`config.mk`:
```
export PLATFORM = sky130hd
export DESIGN_NAME = multicycle_controller
export DESIGN_NICKNAME = d
export VERILOG_FILES = /design/src/rtl/multicycle_controller.sv
export SDC_FILE = /design/constraint.sdc
export NUM_CORES = 1
export LEC_CHECK = 0
export BUFFER_PORTS_ARGS = -buffer_cell sky130_fd_sc_hd__buf_2
export CAP_MARGIN = 20
export CORE_ASPECT_RATIO = 0.6
export CORE_UTILIZATION = 33
export CTS_CLUSTER_DIAMETER = 100
export DETAILED_ROUTE_END_ITERATION = 8
export GPL_ROUTABILITY_DRIVEN = 0
export HOLD_SLACK_MARGIN = 0.03
export PLACE_DENSITY = 0.61
export SETUP_SLACK_MARGIN = 0.1
export SYNTH_ARGS = -nofsm -noshare
export SYNTH_HDL_FRONTEND = slang
export SYNTH_SLANG_ARGS = --single-unit
```
`constraint.sdc`:
```
create_clock -name clk -period 3.8 [get_ports clk]
set_input_delay 0.38 -clock clk [delete_from_list [all_inputs] [get_ports clk]]
set_output_delay 0.38 -clock clk [all_outputs]
set_load 0.01 [all_outputs]
```
`src/rtl/multicycle_controller.sv`:
```
// Main control FSM with ALU and immediate decoders for a multicycle RV32I core.
// Optional memory wait-state handshake enabled by MULTICYCLE_CTRL_MEM_WAIT_EN (adds MemReady).
//
// state   | meaning
// --------+----------------------------------------------------
// FETCH   | read instruction at PC, latch IR/OldPC, PC <= PC+4
// DECODE  | read registers, precompute branch target OldPC+imm
// MEMADR  | compute load/store address rs1+imm
// MEMREAD | read data memory at ALUOut
// MEMWB   | write loaded data to rd
// MEMWR   | write rs2 data to memory at ALUOut
// EXECR   | R-type ALU operation rs1 op rs2
// ALUWB   | write ALUOut to rd
// EXECI   | I-type ALU operation rs1 op imm
// JAL     | PC <= target, ALUOut <= OldPC+4
// BEQ     | compare rs1/rs2, take branch on Zero
// TRAP    | unsupported opcode, hold until reset
module multicycle_controller #(
  parameter logic [3:0] RESET_STATE = 4'd0
) (
  input  logic       clk,
  input  logic       reset,
  input  logic [6:0] op,
  input  logic [2:0] funct3,
  input  logic       funct7b5,
  input  logic       Zero,
`ifdef MULTICYCLE_CTRL_MEM_WAIT_EN
  input  logic       MemReady,
`endif
  output logic       PCWrite,
  output logic       AdrSrc,
  output logic       MemWrite,
  output logic       IRWrite,
  output logic [1:0] ResultSrc,
  output logic [1:0] ALUSrcA,
  output logic [1:0] ALUSrcB,
  output logic [2:0] ALUControl,
  output logic [1:0] ImmSrc,
  output logic       RegWrite,
  output logic       InstrDone,
  output logic       Illegal,
  output logic [3:0] State
);

  typedef enum logic [3:0] {
    FETCH   = 4'd0,
    DECODE  = 4'd1,
    MEMADR  = 4'd2,
    MEMREAD = 4'd3,
    MEMWB   = 4'd4,
    MEMWR   = 4'd5,
    EXECR   = 4'd6,
    ALUWB   = 4'd7,
    EXECI   = 4'd8,
    JAL     = 4'd9,
    BEQ     = 4'd10,
    TRAP    = 4'd11
  } state_t;

  localparam logic [6:0] OP_LW    = 7'b0000011;
  localparam logic [6:0] OP_SW    = 7'b0100011;
  localparam logic [6:0] OP_RTYPE = 7'b0110011;
  localparam logic [6:0] OP_ITYPE = 7'b0010011;
  localparam logic [6:0] OP_JAL   = 7'b1101111;
  localparam logic [6:0] OP_BEQ   = 7'b1100011;

  state_t     state;
  state_t     next_state;
  state_t     dec_state;
  logic       illegal_q;
  logic       mem_ready;
  logic       pc_update;
  logic       branch;
  logic [1:0] alu_op;

`ifdef MULTICYCLE_CTRL_MEM_WAIT_EN
  assign mem_ready = MemReady;
`else
  assign mem_ready = 1'b1;
`endif

  always_ff @(posedge clk) begin
    if (reset) begin
      state     <= state_t'(RESET_STATE);
      illegal_q <= 1'b0;
    end else begin
      state <= next_state;
      if (next_state == TRAP) begin
        illegal_q <= 1'b1;
      end
    end
  end

  // While reset is high the selects mirror FETCH so the datapath sees a clean fetch setup.
  assign dec_state = reset ? state_t'(RESET_STATE) : state;

  always_comb begin
    next_state = FETCH;
    pc_update  = 1'b0;
    branch     = 1'b0;
    alu_op     = 2'b00;
    AdrSrc     = 1'b0;
    MemWrite   = 1'b0;
    IRWrite    = 1'b0;
    ResultSrc  = 2'b00;
    ALUSrcA    = 2'b00;
    ALUSrcB    = 2'b00;
    RegWrite   = 1'b0;
    InstrDone  = 1'b0;
    case (dec_state)
      FETCH: begin
        AdrSrc     = 1'b0;
        IRWrite    = mem_ready;
        ALUSrcA    = 2'b00;
        ALUSrcB    = 2'b10;
        alu_op     = 2'b00;
        ResultSrc  = 2'b10;
        pc_update  = mem_ready;
        next_state = mem_ready ? DECODE : FETCH;
      end
      DECODE: begin
        ALUSrcA = 2'b01;
        ALUSrcB = 2'b01;
        alu_op  = 2'b00;
        case (op)
          OP_LW, OP_SW: next_state = MEMADR;
          OP_RTYPE:     next_state = EXECR;
          OP_ITYPE:     next_state = EXECI;
          OP_JAL:       next_state = JAL;
          OP_BEQ:       next_state = BEQ;
          default:      next_state = TRAP;
        endcase
      end
      MEMADR: begin
        ALUSrcA    = 2'b10;
        ALUSrcB    = 2'b01;
        alu_op     = 2'b00;
        next_state = (op == OP_LW) ? MEMREAD : MEMWR;
      end
      MEMREAD: begin
        ResultSrc  = 2'b00;
        AdrSrc     = 1'b1;
        next_state = mem_ready ? MEMWB : MEMREAD;
      end
      MEMWB: begin
        ResultSrc  = 2'b01;
        RegWrite   = 1'b1;
        InstrDone  = 1'b1;
        next_state = FETCH;
      end
      MEMWR: begin
        ResultSrc  = 2'b00;
        AdrSrc     = 1'b1;
        MemWrite   = mem_ready;
        InstrDone  = mem_ready;
        next_state = mem_ready ? FETCH : MEMWR;
      end
      EXECR: begin
        ALUSrcA    = 2'b10;
        ALUSrcB    = 2'b00;
        alu_op     = 2'b10;
        next_state = ALUWB;
      end
      ALUWB: begin
        ResultSrc  = 2'b00;
        RegWrite   = 1'b1;
        InstrDone  = 1'b1;
        next_state = FETCH;
      end
      EXECI: begin
        ALUSrcA    = 2'b10;
        ALUSrcB    = 2'b01;
        alu_op     = 2'b10;
        next_state = ALUWB;
      end
      JAL: begin
        ALUSrcA    = 2'b01;
        ALUSrcB    = 2'b10;
        alu_op     = 2'b00;
        ResultSrc  = 2'b00;
        pc_update  = 1'b1;
        next_state = ALUWB;
      end
      BEQ: begin
        ALUSrcA    = 2'b10;
        ALUSrcB    = 2'b00;
        alu_op     = 2'b01;
        ResultSrc  = 2'b00;
        branch     = 1'b1;
        InstrDone  = 1'b1;
        next_state = FETCH;
      end
      TRAP: begin
        next_state = TRAP;
      end
      default: begin
        next_state = FETCH;
      end
    endcase
    if (reset) begin
      pc_update = 1'b0;
      branch    = 1'b0;
      MemWrite  = 1'b0;
      IRWrite   = 1'b0;
      RegWrite  = 1'b0;
      InstrDone = 1'b0;
    end
  end

  assign PCWrite = pc_update | (branch & Zero);

  // Only R-type (op[5]=1) may subtract on funct3=000; addi shares funct3 but never subtracts.
  always_comb begin
    ALUControl = 3'b000;
    case (alu_op)
      2'b00: ALUControl = 3'b000;
      2'b01: ALUControl = 3'b001;
      2'b10: begin
        case (funct3)
          3'b000:  ALUControl = (op[5] & funct7b5) ? 3'b001 : 3'b000;
          3'b010:  ALUControl = 3'b101;
          3'b110:  ALUControl = 3'b011;
          3'b111:  ALUControl = 3'b010;
          default: ALUControl = 3'b000;
        endcase
      end
      default: ALUControl = 3'b000;
    endcase
  end

  always_comb begin
    ImmSrc = 2'b00;
    case (op)
      OP_LW, OP_ITYPE: ImmSrc = 2'b00;
      OP_SW:           ImmSrc = 2'b01;
      OP_BEQ:          ImmSrc = 2'b10;
      OP_JAL:          ImmSrc = 2'b11;
      default:         ImmSrc = 2'b00;
    endcase
  end

  assign Illegal = illegal_q;
  assign State   = state;

endmodule

```
# Word-level counts from Yosys, hierarchy flattened
# Cells that the tools add are included.
[word_totals]
regBits = 5
latchBits = 0
ram_bits = 0
romBits = 0
in_bits = 14
out_inout_bits = 22
n_memories = 0
[classes]
add_sub_neg = 0
mul = 0
div = 0
order_cmp = 0
eq_ne = 23
shifts = 0
mux = 25
bitwise = 3
n_reduce_logical = 12
[op_table]
columns = ["op", "n"]
rows = [
  ["4-bit case mux with 6 select lines", 1],
  ["4-bit == test (second input constant)", 5],
  ["4-bit case mux with 5 select lines", 1],
  ["4-bit by 3-bit == test with 1-bit output (second input constant)", 4],
  ["2-bit case mux with 2 select lines", 4],
  ["7-bit by 6-bit == test with 1-bit output (second input constant)", 2],
  ["7-bit == test (second input constant)", 2],
  ["1-bit 2-to-1 mux", 14],
  ["3-bit case mux with 4 select lines", 1],
  ["2-bit OR reduction", 6],
  ["4-bit by 2-bit == test with 1-bit output (second input constant)", 2],
  ["4-bit OR reduction", 2],
  ["7-bit by 2-bit == test with 1-bit output (second input constant)", 1],
  ["7-bit by 5-bit == test with 1-bit output (second input constant)", 1],
  ["3-bit == test (second input constant)", 2],
  ["2-bit case mux with 3 select lines", 1],
  ["3-bit case mux with 2 select lines", 1],
  ["3-bit OR reduction", 2],
  ["4-bit by 1-bit == test with 1-bit output (second input constant)", 1],
  ["4-bit zero test", 1],
  ["4-bit 2-to-1 mux", 1],
  ["3-bit by 2-bit == test with 1-bit output (second input constant)", 1],
  ["3-bit zero test", 1],
  ["3-bit 2-to-1 mux", 1],
  ["other kinds (4)", 5],
]

# Logic depth before layout (Yosys ltp)
# Gate-level depths: netlist of the first run.
[logic_depth]
ltp_word = 6
depth_mapped = 9
ltp_nobuf = 7

# Worst setup path before layout of the first run
# No wires, ideal clock.
[synth_timing]
kind = "register -> output"
startpoint = "register state[1] (netlist: State[1])"
endpoint = "output port ALUControl[2]"
t_arrival_ps = 1857
slack_ps = 1563
path_stages_with_launch = 7
path_buffers = 1
cell_sequence = "dfxtp_1 > buf_6 > nand2_1 > or4_4 > ha_1 > nand4bb_1 > nor2_1"
[synth_via]
elab_chain_cells = 6
word_cells_on_any_way = 9
classes_between = "eq/ne: 5; mux: 3; reduce/logical: 1"
[synth_rtl]
columns = ["element", "line_no", "source"]
rows = [
  ["start, declared", "67", "state_t state;"],
  ["start signal, assigned", "84", "state <= state_t'(RESET_STATE);"],
  ["start signal, assigned", "87", "state <= next_state;"],
  ["4-bit 2-to-1 mux (*)", "95", "assign dec_state = reset ? state_t'(RESET_STATE) : state;"],
  ["4-bit == test / 4-bit by 3-bit == test with 1-bit output (equally long branches)", "110", "case (dec_state)"],
  ["2-bit OR reduction (no line)", "-", ""],
  ["2-bit case mux with 2 select lines (*)", "110", ""],
  ["2-bit == test / 2-bit by 1-bit == test with 1-bit output (equally long branches)", "215", "case (alu_op)"],
  ["3-bit case mux with 2 select lines (*)", "215", ""],
  ["end, declared", "37", "output logic [2:0] ALUControl,"],
]
# Mark *: on every way between the ends. The rest lies on a longest branch, timed or not.

# Worst setup path in the final report of the first run
# Ends and elaborated chain as after synthesis.

==> results.md, run 1 <==
* Power Density at 625 nW/um^2
* Achievable Freq at about 360 MHz
* Tmin final at between 2 and 3 ns
* Post_cts resized at 0
* Initial drt markers at 23
* DP HPWL at 1.51 mm
* Commonest non-fill, non-tap cell in the layout: buf_2
* First-pass GRT wire length at 3.22 mm
* Root Buffer: clkbuf_4
* Gr usage total at 0.193
* Most frequent cells in the layout: buf_2, nor2_1, nand2b_1
* DRC Markers at 0
* H-Tree Depth at 1
* DR vias at around 800
* Nets at 143
* Clk Latency, worst-skew pair at 0.25 ns
* Slowest cell on the critical path: dfxtp_1
* Setup crit end kind: output pin
* Crit path max fanout at 18
* Synthesized area at between 700 and 800 sq um
* Max Cap Violations at 0
* DP Cell Count at 150
* Setup ws final at 1.03 ns
* Remaining antenna violation count at 0
* CP startpoint kind: flip-flop
* Slew margin rel. at 0.516
* Pre-CTS setup slack at 1.31 ns
* Drt total wl at 1.95 mm
* FF+latch count, synth at 5
* Row cnt at 12
* CTS tree: done
* Max-slew violation count at 0
* Clock slew at reported path FFs at 0.04 ns
* Setup TNS Final at 0 ns
* Core Box Area at 1940 sq um
* Mapped Avg Cell Area at about 7.7 sq um
* R2R Setup Slk at 2.02 ns
* Final hold vios at 0
* Syn Nets at 109
* Seq/Total Area, Yosys at 0.140
* Fin crit share at 0.729
* Die width at 62.0 um
* RSZ-0062 raised after global routing: no
* Vias in the first global route at between 700 and 800
* GR Overflow Total at 0
* Area grow syn2layout at 28.2%
* Largest net degree at the start of global routing at 20
* Initial antenna violation count at 0
* Initial core utilization at 0.368
* Pwr Total at 572 uW
* Cells after synthesis at 93
* Num CTS Buffers at 3
* Diodes inserted at 0
* Buffers on Ports at 35
* Final Non-Filler Cells at 154
* Post-cts hold buffer count at 0
* CP Cell Sequence: nand2_1 -> or4_4 -> ha_1 -> nand4bb_1 -> nor2_1 -> buf_2
* Leakage power at 0.412 nW
* Buffer count from post-CTS setup fixing at 0
* Chip height at 38.0 um
* Slew @ Worst Pin at 0.725 ns
* Crit path DAT at 2.39 ns
* Worst vdd ir at 463 uV
* # IOs at 36
* First-pass DRT Iterations at 4
* Setup Viol. Count Final at 0
* Req. time, crit path at 3.42 ns
* Synth warn at 0
* Average wire per standard cell at 12.6 um
* Critical Path Max Stage Delay at between 0.7 and 0.8 ns
* CTS Buffer Depth at 2
* Status: finished, final reports clean
* Layout cell share with drive strength beyond 1 at 0.397
* Vias per inst at 5.21
* Hold crit path type: flip-flop to flip-flop
* Critical path class: flip-flop to output pin
* DIE AREA at 2360 sq um
* Clock Skews at 0.00629 ns
* Clock sinks at 5
* Cell variety after synth at 42
## layer usage
metal  wire, um  up-vias  part of all wire  global-route usage
met2        822       21              0.42               0.287
met4          0        0                 0              0.0333
li1           -      416                 -                   -
met1       1010      366              0.52               0.272
met3        110        0             0.057              0.0608
met5          0        -                 0                   0
## registers in the layout, summed over array words and instances (netlist names)
signal,flops
Illegal,1
State,4
## cells in the mapped netlist
cell type / number / area, sq um
a21oi_1: 5 / 25.0
a211oi_2: 1 / 12.5
nor2b_1: 4 / 25.0
o221ai_1: 2 / 17.5
inv_1: 5 / 18.8
a31oi_1: 2 / 12.5
nand4_1: 2 / 12.5
buf_6: 1 / 11.3
or4_4: 1 / 11.3
inv_2: 1 / 3.75
nand2b_1: 7 / 43.8
a2111oi_1: 1 / 10.0
a32o_1: 1 / 10.0
buf_2: 4 / 20.0
mux2i_1: 1 / 10.0
nand4bb_1: 1 / 11.3
or2_1: 1 / 6.26
and4b_1: 1 / 10.0
xnor2_1: 2 / 17.5
nor3_1: 5 / 25.0
o41ai_2: 2 / 32.5
a31o_2: 1 / 8.76
nor2_1: 11 / 41.3
o211ai_2: 1 / 12.5
nand3_1: 1 / 5.00
dfxtp_1: 5 / 100
clkbuf_1: 1 / 3.75
o21ai_1: 2 / 10.0
and2_1: 1 / 6.26
ha_1: 2 / 25.0
nand2_1: 4 / 15.0
nor4_1: 2 / 12.5
o21bai_1: 1 / 7.51
a22oi_1: 1 / 7.51
o21ba_1: 1 / 10.0
nor4_2: 2 / 25.0
o21ai_0: 1 / 5.00
nor2b_2: 1 / 8.76
nand4bb_4: 1 / 27.5
a2111oi_0: 2 / 17.5
o21a_1: 1 / 7.51
and2b_4: 1 / 10.0
## stage by stage
| step | cell area [sq um] | utilization | hold slack (ns) |
|---|---|---|---|
| final | 915 | 0.472 | 0.461 |
| after global routing | 915 | 0.472 | 0.493 |
| after CTS | 915 | 0.472 | 0.467 |
| after global placement | 888 | 0.459 | 0.453 |
| after floorplan | 713 | - | 0.492 |
| after detailed placement | 888 | 0.459 | 0.453 |
## cell families (layout without fill, tap and decap cells)
family | after synthesis | after routing | share of synthesized area
AND/OR/NAND/NOR | 46 | 46 | 0.416
AO/OA/AOI/OAI | 25 | 25 | 0.289
buffers and inverters | 12 | 45 | 0.0807
flip-flops | 5 | 5 | 0.140
adder cells (fa/ha/maj) | 2 | 2 | 0.0351
XOR/XNOR | 2 | 2 | 0.0246
multiplexers | 1 | 1 | 0.0140
## critical path, delay by kind of cell, from the launching register on
family | cells | cell delay (ns)
AND/OR/NAND/NOR | 4 | 0.95
flip-flops | 1 | 0.72
adder cells (fa/ha/maj) | 1 | 0.34
buffers and inverters | 1 | 0.13
## area by class of cell
| type | instances | area (sq um) |
|---|---|---|
| Tap cell | 28 | 35.0 |
| Fill cell | 197 | 1020 |
| Sequential cell | 5 | 100 |
| Inverter | 6 | 22.5 |
| Timing Repair Buffer | 35 | 175 |
| Multi-Input combinational cell | 76 | 556 |
| Clock buffer | 4 | 26.3 |
## power breakdown
part | switching (mW) | internal, mW
clock network | 0.0233 | 0.0398
registers | 0.0997 | 0.0747
logic | 0.173 | 0.162
total | 0.296 | 0.276
## worst paths after layout
check | end | cells after the start | start
worst max-delay path | ALUControl[2] | 6 | State[1]
worst min-delay path | Illegal | 1 | Illegal
worst max register to register | Illegal | 4 | State[1]
worst min register to register | Illegal | 1 | Illegal
Note: power is estimated with default switching activity, not from simulation.
==> run 2: changes to the inputs <==
--- a/config.mk
+++ b/config.mk
@@ -5,15 +5,15 @@
 export SDC_FILE = /design/constraint.sdc
 export NUM_CORES = 1
 export LEC_CHECK = 0
+export ABC_AREA = 1
 export BUFFER_PORTS_ARGS = -buffer_cell sky130_fd_sc_hd__buf_2
 export CAP_MARGIN = 20
-export CORE_ASPECT_RATIO = 0.6
 export CORE_UTILIZATION = 33
 export CTS_CLUSTER_DIAMETER = 100
 export DETAILED_ROUTE_END_ITERATION = 8
 export GPL_ROUTABILITY_DRIVEN = 0
 export HOLD_SLACK_MARGIN = 0.03
-export PLACE_DENSITY = 0.61
+export PLACE_DENSITY = 0.65
 export SETUP_SLACK_MARGIN = 0.1
 export SYNTH_ARGS = -nofsm -noshare
 export SYNTH_HDL_FRONTEND = slang
==> constraint.sdc (replaced) <==
create_clock -name clk -period 2.25 [get_ports clk]
set_input_delay 0.225 -clock clk [delete_from_list [all_inputs] [get_ports clk]]
set_output_delay 0.225 -clock clk [all_outputs]
set_load 0.01 [all_outputs]
==> run 2 against run 1 <==
Compared with the run above:
- sequential share of layout area up 0.82 points
- cell count rose by 18%
- routed wire length shrank 6.1%
- hold slack got worse by 0.26 ns
- critical endpoint unchanged
- largest power group unchanged
==> results.md, run 2 <==
* Setup crit end kind: output pin
* Pwr Total at 454 uW
* Fillers at 183
* Layout cell share with drive strength beyond 1 at 0.465
* Synthesized area at 646 sq um
* Setup Viol. Count Final at 0
* Cells on worst reg2reg path at 9
* Die width at 46.2 um
* Core Box Area at 1780 sq um
* Worst hold path depth at 2
* Gr usage total at 0.171
* Cells after synthesis at 114
* Clock Skews at 0.00651 ns
* Top post-synthesis cells by area: dfxtp_1, inv_1, nor2_1, nand2_1, nand2_4
* Vias per inst at roughly 4.6
* Synth warn at 0
* Achievable Freq at 487 MHz
* Mapped Avg Cell Area at ~5.7 sq um
* CTS Buffer Depth at 2
* # IOs at 36
* Req. time, crit path at 2.03 ns
* DR vias at 841
* Nets at 174
* Final hold vios at 0
* DRC Markers at 0
* First-pass DRT Iterations at 4
* Vias in the first global route at 748
* Reg2reg end: Illegal
* Slew margin rel. at 0.841
* H-Tree Depth at 1
* Critical path class: flip-flop to output pin
* Min-delay src: reset
* Slew @ Worst Pin at 0.237 ns
* Initial drt markers at 9
* Crit path DAT at roughly 1.8 ns
* RSZ-0062 raised after global routing: no
* WHS Endpoint: State[0]
* Max reg flops at 4
* Cell variety after synth at 23
* Area leader, netlist: dfxtp_1
* Initial core utilization at 0.362
* CP Launch Point: State[3]
* Crit path max fanout at 4
* Buffers on Ports at 35
* Commonest non-fill, non-tap cell in the layout: buf_2
* Hold crit path type: input port to flip-flop
* Seq/Total Area, Yosys at 0.155
* Remaining antenna violation count at 0
* Num CTS Buffers at 3
* CP startpoint kind: flip-flop
* Leakage power at 0.530 nW
* Power Density at 475 nW/um^2
* Asr flop ratio synth at 0
* Clock slew at reported path FFs at 0.05 ns
* Diodes inserted at 0
* Clk Latency, worst-skew pair at roughly 0.24 ns
* Initial antenna violation count at 0
* Most common cell in the netlist: inv_1
* Chip height at around 46 um
* Status: finished, final reports clean
* Largest net degree at the start of global routing at 7
* Max Cap Violations at 0
* R2R Setup Slk at 1.01 ns
* Ys flop type: dfxtp_1
* CTS tree: done
* Tmin final at 2.05 ns
* EDFF count, synth at 0
* Top cells by count, synth: inv_1, nor2_1, nand2_1
* Drt total wl at 1.83 mm
* Fin crit share at 0.912
* Setup TNS Final at 0 ns
* GR Overflow Total at 0
* First-pass GRT wire length at 2.73 mm
* Clock sinks at 5
* Max-slew violation count at 0
* FF+latch count, synth at 5
* Area grow syn2layout at 48.3%
* RR Startpoint: State[1]
* Average wire per standard cell at approximately 10 um
* Most frequent cells in the layout: buf_2, nor2_1, inv_1
* Row cnt at 15
* DP HPWL at approximately 1.5 mm
* Final Hold Slack at roughly 0.2 ns
* DIE AREA at 2140 sq um
* Worst vdd ir at approximately 250 uV
* Synth top area share at 0.155
* Syn Nets at 130
* Root Buffer: clkbuf_4
## run 2: cell types whose count changed in the layout (fill, tap and decap cells not counted), sizes merged, moves of 3 or more
cell / delta
nand2: +24
inv: +21
a2111oi: -3
nand2b: -7
nand3: +3
nor2: +15
nor4: -3
buf: +4
nor2b: -5
## run 2: worst max path at each step
stage / end / slack, ns / cells after the start
floorplan: ALUControl[2] / 0.27 / 9
global placement: ALUControl[2] / 0.19 / 12
detailed placement: ALUControl[2] / 0.11 / 12
CTS: ALUControl[2] / 0.10 / 10
global route: ALUControl[2] / 0.1 / 11
finish: ALUControl[2] / 0.20 / 11
## run 2: layout make-up
| cell class | instances | area, sq um | area share |
|---|---|---|---|
| Clock buffer | 4 | 26.3 | 0.0275 |
| Inverter | 28 | 106 | 0.111 |
| Sequential cell | 5 | 113 | 0.118 |
| Multi-Input combinational cell | 81 | 475 | 0.497 |
| Timing Repair Buffer | 39 | 205 | 0.214 |
| Tap cell | 25 | 31.3 | 0.0327 |
## run 2: kinds of logic after synthesis
group,share of synthesized area
AND/OR/NAND/NOR,0.517
buffers and inverters,0.165
AO/OA/AOI/OAI,0.124
flip-flops,0.155
adder cells (fa/ha/maj),0.0388
## run 2: worst max-delay path, stage by stage (launching register included)
cell and delay (ns):
dfxtp_4 0.36, nand2_4 0.07, nor2_4 0.13, inv_2 0.07
nor2_1 0.11, inv_1 0.07, nand2_2 0.09, ha_4 0.21
nor2_4 0.09, inv_2 0.04, nor4_2 0.19, buf_2 0.17
## run 2: routing by layer
metal	routed length, um	global-route usage
met1	843	0.202
met2	906	0.318
met3	59	0.0118
met4	17	0.0588
met5	0	0
## run 2: power by group
group / switching, mW / internal, mW / total, mW / leakage, nW
logic: 0.133 / 0.0908 / 0.224 / 0.472
clock network: 0.0341 / 0.0669 / 0.101 / 0.0150
registers: 0.0234 / 0.106 / 0.129 / 0.0434
## run 2: stage by stage
| step | cells | setup slack (ns) | area [sq um] | util |
|---|---|---|---|---|
| 5_1_grt | 182 | 0.0981 | 957 | 0.537 |
| 6_report | 182 | 0.197 | 957 | 0.537 |
| 4_1_cts | 179 | 0.105 | 895 | 0.502 |
| 3_5_place_dp | 174 | 0.114 | 852 | 0.478 |
| 3_3_place_gp | 174 | 0.190 | 852 | 0.478 |
| 2_1_floorplan | 114 | 0.265 | 646 | - |
## run 2: timing repair
item	in CTS	in global routing
hold buffers	0	0
buffers inserted	1	3
pin swaps	1	6
resized for setup	5	14
setup endpoints to repair	3	3
